[config.mk]
export PLATFORM = sky130hd
export DESIGN_NAME = mult_div_unit_flat
export DESIGN_NICKNAME = d
export VERILOG_FILES = /design/src/rtl/mult_div_unit_pkg.sv /design/src/rtl/mult_div_unit_if.sv /design/src/rtl/mult_div_unit_booth_step.sv /design/src/rtl/mult_div_unit.sv /design/src/flat_wrapper.sv
export SDC_FILE = /design/constraint.sdc
export NUM_CORES = 1
export LEC_CHECK = 0
export BUFFER_PORTS_ARGS = -buffer_cell sky130_fd_sc_hd__buf_4
export CORE_UTILIZATION = 45
export DETAILED_ROUTE_END_ITERATION = 6
export HOLD_SLACK_MARGIN = 0.12
export PLACE_DENSITY_LB_ADDON = 0.1
export SLEW_MARGIN = 10
export SYNTH_ARGS = -nofsm -noshare
export SYNTH_HDL_FRONTEND = slang
export SYNTH_SLANG_ARGS = --single-unit
[constraint.sdc]
create_clock -name Clock -period 7.8 [get_ports Clock]
set_input_delay 0.39 -clock Clock [delete_from_list [all_inputs] [get_ports Clock]]
set_output_delay 0.39 -clock Clock [all_outputs]
set_load 0.01 [all_outputs]
[src/rtl/mult_div_unit_pkg.sv]
`default_nettype none
// ============================================================================
//  Module      : mult_div_unit_pkg
//  Description : Shared encodings for the sequential multiply/divide engine.
//                Contents:
//                  md_state_t - controller states (IDLE/MULT/DIV/FIX/DONE)
//                  MD_OP_*    - DivMult operation select encodings
//  Revision    : 1.0 - initial release
// ============================================================================
package mult_div_unit_pkg;

    typedef enum logic [2:0] {
        MD_IDLE = 3'd0,
        MD_MULT = 3'd1,
        MD_DIV  = 3'd2,
        MD_FIX  = 3'd3,
        MD_DONE = 3'd4
    } md_state_t;

    localparam logic MD_OP_MULT = 1'b0;
    localparam logic MD_OP_DIV  = 1'b1;

endpackage : mult_div_unit_pkg
`default_nettype wire

[src/rtl/mult_div_unit_if.sv]
`default_nettype none
// ============================================================================
//  Module      : mult_div_unit_if
//  Description : Request/result bundle between the control FSM (master) and
//                the multiply/divide engine (slave).
//                Master drives : Start, DivMult, A, B
//                Slave drives  : Hi, Lo, Busy, Done, DivZero
//  Revision    : 1.0 - initial release
// ============================================================================
interface mult_div_unit_if #(
    parameter int WIDTH = 32
);
    logic             Start;
    logic             DivMult;
    logic [WIDTH-1:0] A;
    logic [WIDTH-1:0] B;
    logic [WIDTH-1:0] Hi;
    logic [WIDTH-1:0] Lo;
    logic             Busy;
    logic             Done;
    logic             DivZero;

    modport master (
        output Start, DivMult, A, B,
        input  Hi, Lo, Busy, Done, DivZero
    );

    modport slave (
        input  Start, DivMult, A, B,
        output Hi, Lo, Busy, Done, DivZero
    );
endinterface : mult_div_unit_if
`default_nettype wire

[src/rtl/mult_div_unit_booth_step.sv]
`default_nettype none
// ============================================================================
//  Module      : mult_div_unit_booth_step
//  Description : One combinational radix-2 Booth iteration on {acc, q, q_1}:
//                add/subtract the multiplicand per {q[0], q_1}, then
//                arithmetic-shift the whole register right by one.
//                Inputs  : i_acc, i_q, i_q1, i_m (multiplicand)
//                Outputs : o_acc, o_q, o_q1 (next register contents)
//  Revision    : 1.0 - initial release
// ============================================================================
module mult_div_unit_booth_step #(
    parameter int WIDTH = 32
) (
    input  wire logic [WIDTH-1:0] i_acc,
    input  wire logic [WIDTH-1:0] i_q,
    input  wire logic             i_q1,
    input  wire logic [WIDTH-1:0] i_m,
    output logic      [WIDTH-1:0] o_acc,
    output logic      [WIDTH-1:0] o_q,
    output logic                  o_q1
);
    // One guard bit keeps the sign correct when the add/subtract overflows
    // WIDTH bits (e.g. subtracting the most-negative multiplicand); after the
    // shift the result always fits back into WIDTH bits.
    logic [WIDTH:0] w_acc_ext;
    logic [WIDTH:0] w_m_ext;
    logic [WIDTH:0] w_sum;

    always_comb begin
        w_acc_ext = {i_acc[WIDTH-1], i_acc};
        w_m_ext   = {i_m[WIDTH-1], i_m};
        case ({i_q[0], i_q1})
            2'b01:   w_sum = w_acc_ext + w_m_ext;
            2'b10:   w_sum = w_acc_ext - w_m_ext;
            default: w_sum = w_acc_ext;
        endcase
        o_acc = w_sum[WIDTH:1];
        o_q   = {w_sum[0], i_q[WIDTH-1:1]};
        o_q1  = i_q[0];
    end

endmodule : mult_div_unit_booth_step
`default_nettype wire

[src/rtl/mult_div_unit.sv]
`default_nettype none
// ============================================================================
//  Module      : mult_div_unit
//  Description : Sequential signed multiply/divide engine (MIPS HI/LO).
//                Multiply: radix-2 Booth, WIDTH steps.
//                Divide  : restoring division on magnitudes, WIDTH steps,
//                          followed by one sign-fix cycle.
//                Ports   : Clock, Reset (sync, active-high),
//                          bus (slave: Start/DivMult/A/B in,
//                               Hi/Lo/Busy/Done/DivZero out)
//  Revision    : 1.0 - initial release
// ============================================================================
module mult_div_unit
    import mult_div_unit_pkg::*;
#(
    parameter int WIDTH = 32,
    parameter int CNT_W = 6
) (
    input  wire logic       Clock,
    input  wire logic       Reset,
    mult_div_unit_if.slave  bus
);
    md_state_t        state_q, state_d;
    logic [WIDTH-1:0] acc_q, acc_d;     // Booth accumulator / remainder
    logic [WIDTH-1:0] q_q, q_d;         // multiplier / quotient
    logic             q1_q, q1_d;
    logic [WIDTH-1:0] m_q, m_d;         // multiplicand / |divisor|
    logic [CNT_W-1:0] cnt_q, cnt_d;
    logic             sa_q, sa_d, sb_q, sb_d;
    logic             dz_q, dz_d;
    logic [WIDTH-1:0] hi_q, hi_d, lo_q, lo_d;
    logic             busy_q, busy_d, done_q, done_d, divzero_q, divzero_d;

    logic [WIDTH-1:0] w_booth_acc, w_booth_q;
    logic             w_booth_q1;
    logic [WIDTH:0]   w_div_shift, w_div_trial;
    logic             w_last;

    mult_div_unit_booth_step #(.WIDTH(WIDTH)) u_booth_step (
        .i_acc (acc_q),
        .i_q   (q_q),
        .i_q1  (q1_q),
        .i_m   (m_q),
        .o_acc (w_booth_acc),
        .o_q   (w_booth_q),
        .o_q1  (w_booth_q1)
    );

    always_comb begin
        state_d = state_q;
        acc_d   = acc_q;
        q_d     = q_q;
        q1_d    = q1_q;
        m_d     = m_q;
        cnt_d   = cnt_q;
        sa_d    = sa_q;
        sb_d    = sb_q;
        dz_d    = dz_q;
        hi_d    = hi_q;
        lo_d    = lo_q;

        w_last = (cnt_q == CNT_W'(WIDTH - 1));

        // Remainder shifted left with the next dividend bit; the extra top
        // bit lets the trial subtraction's sign be read directly.
        w_div_shift = {acc_q, q_q[WIDTH-1]};
        w_div_trial = w_div_shift - {1'b0, m_q};

        case (state_q)
            MD_IDLE: begin
                if (bus.Start) begin
                    cnt_d = '0;
                    acc_d = '0;
                    q1_d  = 1'b0;
                    sa_d  = bus.A[WIDTH-1];
                    sb_d  = bus.B[WIDTH-1];
                    dz_d  = 1'b0;
                    if (bus.DivMult == MD_OP_MULT) begin
                        q_d     = bus.B;
                        m_d     = bus.A;
                        state_d = MD_MULT;
                    end else if (bus.B == '0) begin
                        dz_d    = 1'b1;
                        state_d = MD_DONE;
                    end else begin
                        // Magnitudes as unsigned; the most-negative value maps
                        // to itself, which is its correct unsigned magnitude.
                        q_d     = bus.A[WIDTH-1] ? -bus.A : bus.A;
                        m_d     = bus.B[WIDTH-1] ? -bus.B : bus.B;
                        state_d = MD_DIV;
                    end
                end
            end
            MD_MULT: begin
                acc_d = w_booth_acc;
                q_d   = w_booth_q;
                q1_d  = w_booth_q1;
                cnt_d = cnt_q + 1'b1;
                if (w_last) begin
                    hi_d    = w_booth_acc;
                    lo_d    = w_booth_q;
                    state_d = MD_DONE;
                end
            end
            MD_DIV: begin
                if (!w_div_trial[WIDTH]) begin
                    acc_d = w_div_trial[WIDTH-1:0];
                    q_d   = {q_q[WIDTH-2:0], 1'b1};
                end else begin
                    acc_d = w_div_shift[WIDTH-1:0];
                    q_d   = {q_q[WIDTH-2:0], 1'b0};
                end
                cnt_d = cnt_q + 1'b1;
                if (w_last) begin
                    state_d = MD_FIX;
                end
            end
            MD_FIX: begin
                // Truncate toward zero: remainder takes the dividend's sign.
                hi_d    = sa_q ? -acc_q : acc_q;
                lo_d    = (sa_q ^ sb_q) ? -q_q : q_q;
                state_d = MD_DONE;
            end
            MD_DONE: begin
                state_d = MD_IDLE;
            end
            default: begin
                state_d = MD_IDLE;
            end
        endcase

        busy_d    = (state_d == MD_MULT) || (state_d == MD_DIV) || (state_d == MD_FIX);
        done_d    = (state_d == MD_DONE);
        divzero_d = (state_d == MD_DONE) && dz_d;
    end

    always_ff @(posedge Clock) begin
        if (Reset) begin
            state_q   <= MD_IDLE;
            acc_q     <= '0;
            q_q       <= '0;
            q1_q      <= 1'b0;
            m_q       <= '0;
            cnt_q     <= '0;
            sa_q      <= 1'b0;
            sb_q      <= 1'b0;
            dz_q      <= 1'b0;
            hi_q      <= '0;
            lo_q      <= '0;
            busy_q    <= 1'b0;
            done_q    <= 1'b0;
            divzero_q <= 1'b0;
        end else begin
            state_q   <= state_d;
            acc_q     <= acc_d;
            q_q       <= q_d;
            q1_q      <= q1_d;
            m_q       <= m_d;
            cnt_q     <= cnt_d;
            sa_q      <= sa_d;
            sb_q      <= sb_d;
            dz_q      <= dz_d;
            hi_q      <= hi_d;
            lo_q      <= lo_d;
            busy_q    <= busy_d;
            done_q    <= done_d;
            divzero_q <= divzero_d;
        end
    end

    assign bus.Hi      = hi_q;
    assign bus.Lo      = lo_q;
    assign bus.Busy    = busy_q;
    assign bus.Done    = done_q;
    assign bus.DivZero = divzero_q;

endmodule : mult_div_unit
`default_nettype wire

[src/flat_wrapper.sv]
// flat-port wrapper written by rule: the top's interface ports become plain ports
module mult_div_unit_flat import mult_div_unit_pkg::*;
#(
    parameter int WIDTH = 32,
    parameter int CNT_W = 6
)
  (Clock, Reset, bus_Start, bus_DivMult, bus_A, bus_B, bus_Hi, bus_Lo, bus_Busy, bus_Done, bus_DivZero);
  mult_div_unit_if #(.WIDTH(WIDTH)) bus_i ();
  input  wire logic Clock;
  input  wire logic Reset;
  input wire logic [$bits(bus_i.Start)-1:0] bus_Start;
  input wire logic [$bits(bus_i.DivMult)-1:0] bus_DivMult;
  input wire logic [$bits(bus_i.A)-1:0] bus_A;
  input wire logic [$bits(bus_i.B)-1:0] bus_B;
  output wire logic [$bits(bus_i.Hi)-1:0] bus_Hi;
  output wire logic [$bits(bus_i.Lo)-1:0] bus_Lo;
  output wire logic [$bits(bus_i.Busy)-1:0] bus_Busy;
  output wire logic [$bits(bus_i.Done)-1:0] bus_Done;
  output wire logic [$bits(bus_i.DivZero)-1:0] bus_DivZero;
  assign bus_i.Start = bus_Start;
  assign bus_i.DivMult = bus_DivMult;
  assign bus_i.A = bus_A;
  assign bus_i.B = bus_B;
  assign bus_Hi = bus_i.Hi;
  assign bus_Lo = bus_i.Lo;
  assign bus_Busy = bus_i.Busy;
  assign bus_Done = bus_i.Done;
  assign bus_DivZero = bus_i.DivZero;
  mult_div_unit #(.WIDTH(WIDTH), .CNT_W(CNT_W)) u_core (.Clock(Clock), .Reset(Reset), .bus(bus_i));
endmodule
After elaboration in Yosys (flattened, before gate mapping)

Cells that the tools add are included.

Flip-flop bits (word level): 176
Input bits: 68
Output and inout bits: 67
Logic and storage cells: 87

Add/subtract/negate cells: 8
Equality and inequality tests: 14
Mux-type cells: 33
Bitwise operators: 1
Reduce and logical (&&, ||, !) cells: 17

Operators with widths:

| kind                                                             | number |
|---|---|
| 32-bit 2-to-1 mux                                                | 13 |
| 32-bit case mux with 3 select lines                              | 2 |
| 32-bit negation                                                  | 4 |
| 32-bit case mux with 2 select lines                              | 2 |
| 33-bit case mux with 2 select lines                              | 1 |
| 32-bit by 32-bit adder with 33-bit output                        | 1 |
| 32-bit by 32-bit subtractor with 33-bit output                   | 1 |
| 33-bit by 32-bit subtractor with 33-bit output                   | 1 |
| 32-bit logical NOT                                               | 1 |
| 3-bit 2-to-1 mux                                                 | 5 |
| 3-bit by 2-bit == test with 1-bit output (second input constant) | 4 |
| 3-bit case mux with 4 select lines                               | 1 |
| 6-bit case mux with 2 select lines                               | 1 |
| 2-bit AND reduction                                              | 5 |
| 6-bit by 1-bit adder with 6-bit output (second input constant)   | 1 |
| 3-bit by 1-bit == test with 1-bit output (second input constant) | 2 |
| 6-bit by 5-bit == test with 1-bit output (second input constant) | 1 |
| 1-bit 2-to-1 mux                                                 | 6 |
| 6-bit 2-to-1 mux                                                 | 1 |
| 3-bit AND reduction                                              | 2 |
| 2-bit nonzero test                                               | 3 |
| 2-bit != test (second input constant)                            | 2 |
| 3-bit == test (second input constant)                            | 1 |
| 3-bit logical NOT                                                | 1 |
| 10 further kinds                                                 | 11 |

Depth between registers and ports, before layout

Depth after elaboration: 8
Gate-level depth with buffers: 19
Mapped depth without buffers: 18

Cells and area by module

Synthesis repeated with hierarchy kept, for this count alone.

Cell total of the unflattened synthesis: 2163
Area total of the unflattened synthesis: 15772.6 um^2

Modules (own cells, without submodules):

| module                   | times used | cells an instance | area each (um^2) | seq. area each (um^2) |
|---|---|---|---|---|
| mult_div_unit            | 1          | 1697              | 12709.7          | 3523.4 |
| mult_div_unit_booth_step | 1          | 466               | 3062.9           | 0.0 |

Worst setup path before layout

No wires, ideal clock.

Kind: flip-flop to flip-flop
Start point: register u_core.m_q[1]
End point: register u_core.hi_q[27], in the netlist u_core.bus.Hi[27]
Library setup time: 0.115 ns
Arrival: 3.815 ns
Required time: 7.685 ns
Path slack: 3.870 ns
Cell stages (with the launch flop): 19
Buffers on the path: 1
Period minus slack after synthesis: 3.930 ns
Path through: dfxtp_1 -> inv_1 -> ha_1 -> nor4b_1 -> and2_1 -> and3_1 -> a21oi_1 -> xnor2_1 -> ha_1 -> clkbuf_1 -> nand3_1 -> nor2_1 -> and3_1 -> a2111oi_0 -> nor2_1 -> a31oi_1 -> xnor2_1 -> a21oi_1 -> a2111oi_0

Cells in the longest elaborated chain, start to end: 4
Elaborated cells between the ends (all ways): 5
Classes of those cells: 2 x add/sub; 3 x mux

RTL lines:

| item                                                                                                        | RTL line                                                       | source |
|---|---|---|
| from (decl)                                                                                                 | mult_div_unit.sv:27                                            | `logic [WIDTH-1:0] m_q, m_d;` |
| from (signal assigned)                                                                                      | mult_div_unit.sv:158                                           | `m_q <= m_d;` |
| 32-bit by 32-bit subtractor with 33-bit output or 32-bit by 32-bit adder with 33-bit output (tied branches) | mult_div_unit_booth_step.sv:34, mult_div_unit_booth_step.sv:33 |  |
| 33-bit case mux with 2 select lines (*)                                                                     | mult_div_unit_booth_step.sv:32                                 | `case ({i_q[0], i_q1})` |
| 32-bit 2-to-1 mux (*)                                                                                       | mult_div_unit.sv:99                                            | `if (w_last) begin` |
| 32-bit case mux with 2 select lines (*)                                                                     | mult_div_unit.sv:69                                            | `case (state_q)` |
| to (signal assigned)                                                                                        | mult_div_unit.sv:163                                           | `hi_q <= hi_d;` |
| to (decl)                                                                                                   | mult_div_unit.sv:31                                            | `logic [WIDTH-1:0] hi_q, hi_d, lo_q, lo_d;` |

Every way passes the cells marked *; elsewhere a longest branch is shown, timed or not. The select of a mux whose other input is x is not followed.
A chain may end at the register's enable or synchronous reset.

Worst setup path in the final report

Same ends and word-level chain as after synthesis.

==> impl_metrics.ini <==
[logic_synthesis]
synth.top_cells.by_area = dfxtp_1 23%, nor2_1 6.8%, xnor2_1 6.3%
post_synth_num_cell_types = 85
synth-main-ff-cell = dfxtp_1
postSynthNetCount = 2197
ys.warnings.count = 0
post_synthesis_register_bit_count = 176
synth.cell_area_um2 = 15300
synth_top_area_share_pct = 23.0
number_of_synthesized_flops_with_an_enable_pin = 0
syn_area_per_cell_um2 = 7.44
synthesis.instances = 2056
synth_seq_area_share_pct = 23.0
synth_async_sr_flop_share_pct = 0
synth_top_area_cell = dfxtp_1

[sta]
fin_crit_sh_pct = 67.1
period_minus_slack_ns = 5.24
max_freq_mhz = 191
final_hold_viol_count = 0
setup_repair_after_global_routing_missed_its_margin = false
final.setup_skew_ns = 0.0167
post_route_setup_slack_ns = 2.56
totalNegativeSetupSlack_ns = 0
setup-violations-final = 0
worst_slew_pin_slew_ns = 1.19
maxSlewHeadroom_pct = 20.5
timing.hold.ws_ns = 0.298
final-max-slew-violation-count = 0

[placed_design]
routabilityCongestion = 0.946
dp_hpwl_mm = 41.8
port_buffers = 134
place_worst_setup_slack_ns = 2.67

[setup_path]
timing.reg2reg.worst_path_depth = 17
timing.critical_path.cells = inv_1 -> ha_1 -> nor4b_1 -> and2_1 -> a21oi_1 -> xnor2_1 -> ha_1 -> and4_1 -> and3_1 -> o31ai_1 -> o211ai_1 -> a2111oi_0 -> nor2_1 -> a31oi_1 -> xnor2_1 -> a21oi_1 -> a2111oi_0
worst_setup_path_end_kind = flop
setup.worst_path.start_class = flop
rrSetupSlack_ns = 2.56
timing.critical_path.slowest_cell_delay_ns = 0.91
path_max_fanout = 5
critical_path.slowest_cell = a2111oi_0
critPathKind = flop to flop
arrival_worst_endpoint_ns = 5.57
timing.critical_path.required_ns = 8.14

[global_routing]
number_of_antenna_violations_at_the_first_check_in_global_routing = 0
grt_first_pass_wirelength_mm = 87.7
globalRoute.totalOverflow = 0
grt_pass1_vias = 14876
maximum_number_of_pins_on_one_net_before_global_route_repair = 111
globalRouteTotalUtil_pct = 32.3

[detailed_routing]
routed-via-count = 15977
routed_wire_length_per_instance_um = 22.5
drt.antenna.violating_nets = 0
avgViaCountPerCell = 6.30
drc = 0
totalWireLength_mm = 57.1
drt_iter0_drc = 1382
drt_first_pass_iters = 7

[layout]
fillCellCount = 3403
multiInputGateArea_um2 = 11000
drive_above_1_share_pct = 12.8
ff_latch_area_um2 = 3520
final_net_count = 2216
num_antenna_cells = 0
area.growth.synth_to_final_pct = 11.3

[clocking]
postCtsHoldBufs = 0
cts.sink_count = 176
cts_inserted_buffers = 17
post-cts-setup-buffer-count = 0
clk_pin_slew_ns = 0.08
clk_tree_root_cell = clkbuf_16
ctsResizeCount = 0
cts_max_level = 4
tritoncts = yes
cts-root-to-sink-buffers = 2
insertion_delay_ns = 0.47

[power]
vdd_ir_drop_max_v = 0.000172
leakage_dissipation_nw = 6.77
p_total_mw = 3.69
power_density_nw_per_um2 = 216

[floorplan]
die_y_um = 186
floorplan.initialDensity_pct = 45.6
die_area_um2 = 34700
ioPinCount = 135
floorplan.rows = 67
die_w_um = 186
core_outline_area_um2 = 33500

[run_status]
run_status = finished clean

[worst_hold_path]
hold_path_depth = 3
timing.hold.worst.class = input pin to flop

[job]
cap_violations = 0
==> worst max-delay path: cells and delay by family (launching register included) <==
| family | cells | cell delay (ns) |
|---|---|---|
| fa+ha+maj | 2 | 0.55 |
| flops | 1 | 0.33 |
| compound gates | 7 | 2.25 |
| buf+inv | 1 | 0.16 |
| xor+xnor | 2 | 0.32 |
| simple gates | 5 | 1.51 |
==> area by class of cell <==
type / instances / share of cell area [%]
Multi-Input combinational cell: 1668 / 64.5
Sequential cell: 176 / 20.7
Timing Repair Buffer: 152 / 6.70
Tap cell: 448 / 3.29
Clock buffer: 17 / 2.50
Inverter: 60 / 1.32
Clock inverter: 15 / 1.01
==> metal layers <==
layer	share of wire, %	up-vias	GRT usage, %
li1	-	7585	-
met1	44	7669	42.7
met2	46	634	52.6
met3	6.8	89	5.02
met4	3.2	0	12.7
met5	0	-	0
==> cell usage after synthesis (all sizes together), types with 60 or more instances <==
library cell	instances
a211oi	77
xor2	97
dfxtp	176
xnor2	110
nor2	276
ha	71
clkbuf	129
a21oi	160
inv	60
o21ai	121
nand2	198
==> path summary, 6_finish.rpt <==
| kind | from | end |
|---|---|---|
| setup reg to reg | u_core.m_q[1] | u_core.bus.Hi[27] |
| setup / recovery | u_core.m_q[1] | u_core.bus.Hi[27] |
| hold / removal | bus_DivMult | u_core.dz_q |
| hold reg to reg | u_core.dz_q | u_core.dz_q |
==> power breakdown <==
| group | internal, mW | switching (mW) |
|---|---|---|
| Combinational | 0.673 | 1.03 |
| Sequential | 0.959 | 0.131 |
| Clock | 0.429 | 0.467 |
| Total | 2.06 | 1.62 |
==> stage by stage <==
stage,cells,util (%),area (um2)
6_report,2536,50.8,17000
2_1_floorplan,2056,-,15300
4_1_cts,2536,50.8,17000
3_5_place_dp,2504,49.0,16400
3_3_place_gp,2504,49.0,16400
5_1_grt,2536,50.8,17000
==> state kept, by name (all words and copies together), names as in the netlist <==
register	flops
u_core.state_q	3
u_core.cnt_q	6
u_core.sb_q	1
u_core.bus.Busy	1
u_core.sa_q	1
u_core.q_q	32
u_core.acc_q	32
u_core.bus.DivZero	1
u_core.bus.Lo	32
u_core.bus.Hi	32
u_core.bus.Done	1
u_core.q1_q	1
u_core.m_q	32
u_core.dz_q	1
==> cells by family (layout without fill, tap and decap cells) <==
| logic type | after synthesis | in the layout | share of synthesized area, % |
|---|---|---|---|
| compound gates | 657 | 657 | 30.2 |
| xor+xnor | 207 | 207 | 11.8 |
| fa+ha+maj | 73 | 73 | 6.07 |
| buf+inv | 212 | 244 | 5.47 |
| flops | 176 | 176 | 23.0 |
| mux | 42 | 42 | 2.94 |
| simple gates | 689 | 689 | 20.5 |
==> cell usage in the layout, fill, tap and decap left out, types with 36 or more instances in the layout <==
cell type / n
nor2_1: 271
nand2_1: 194
dfxtp_1: 176
a21oi_1: 160
buf_4: 152
o21ai_0: 113
xnor2_1: 110
xor2_1: 97
ha_1: 71
a211oi_1: 62
inv_1: 60
a222oi_1: 38
nand3_1: 36
No activity file was read; power rests on OpenSTA's default activity.
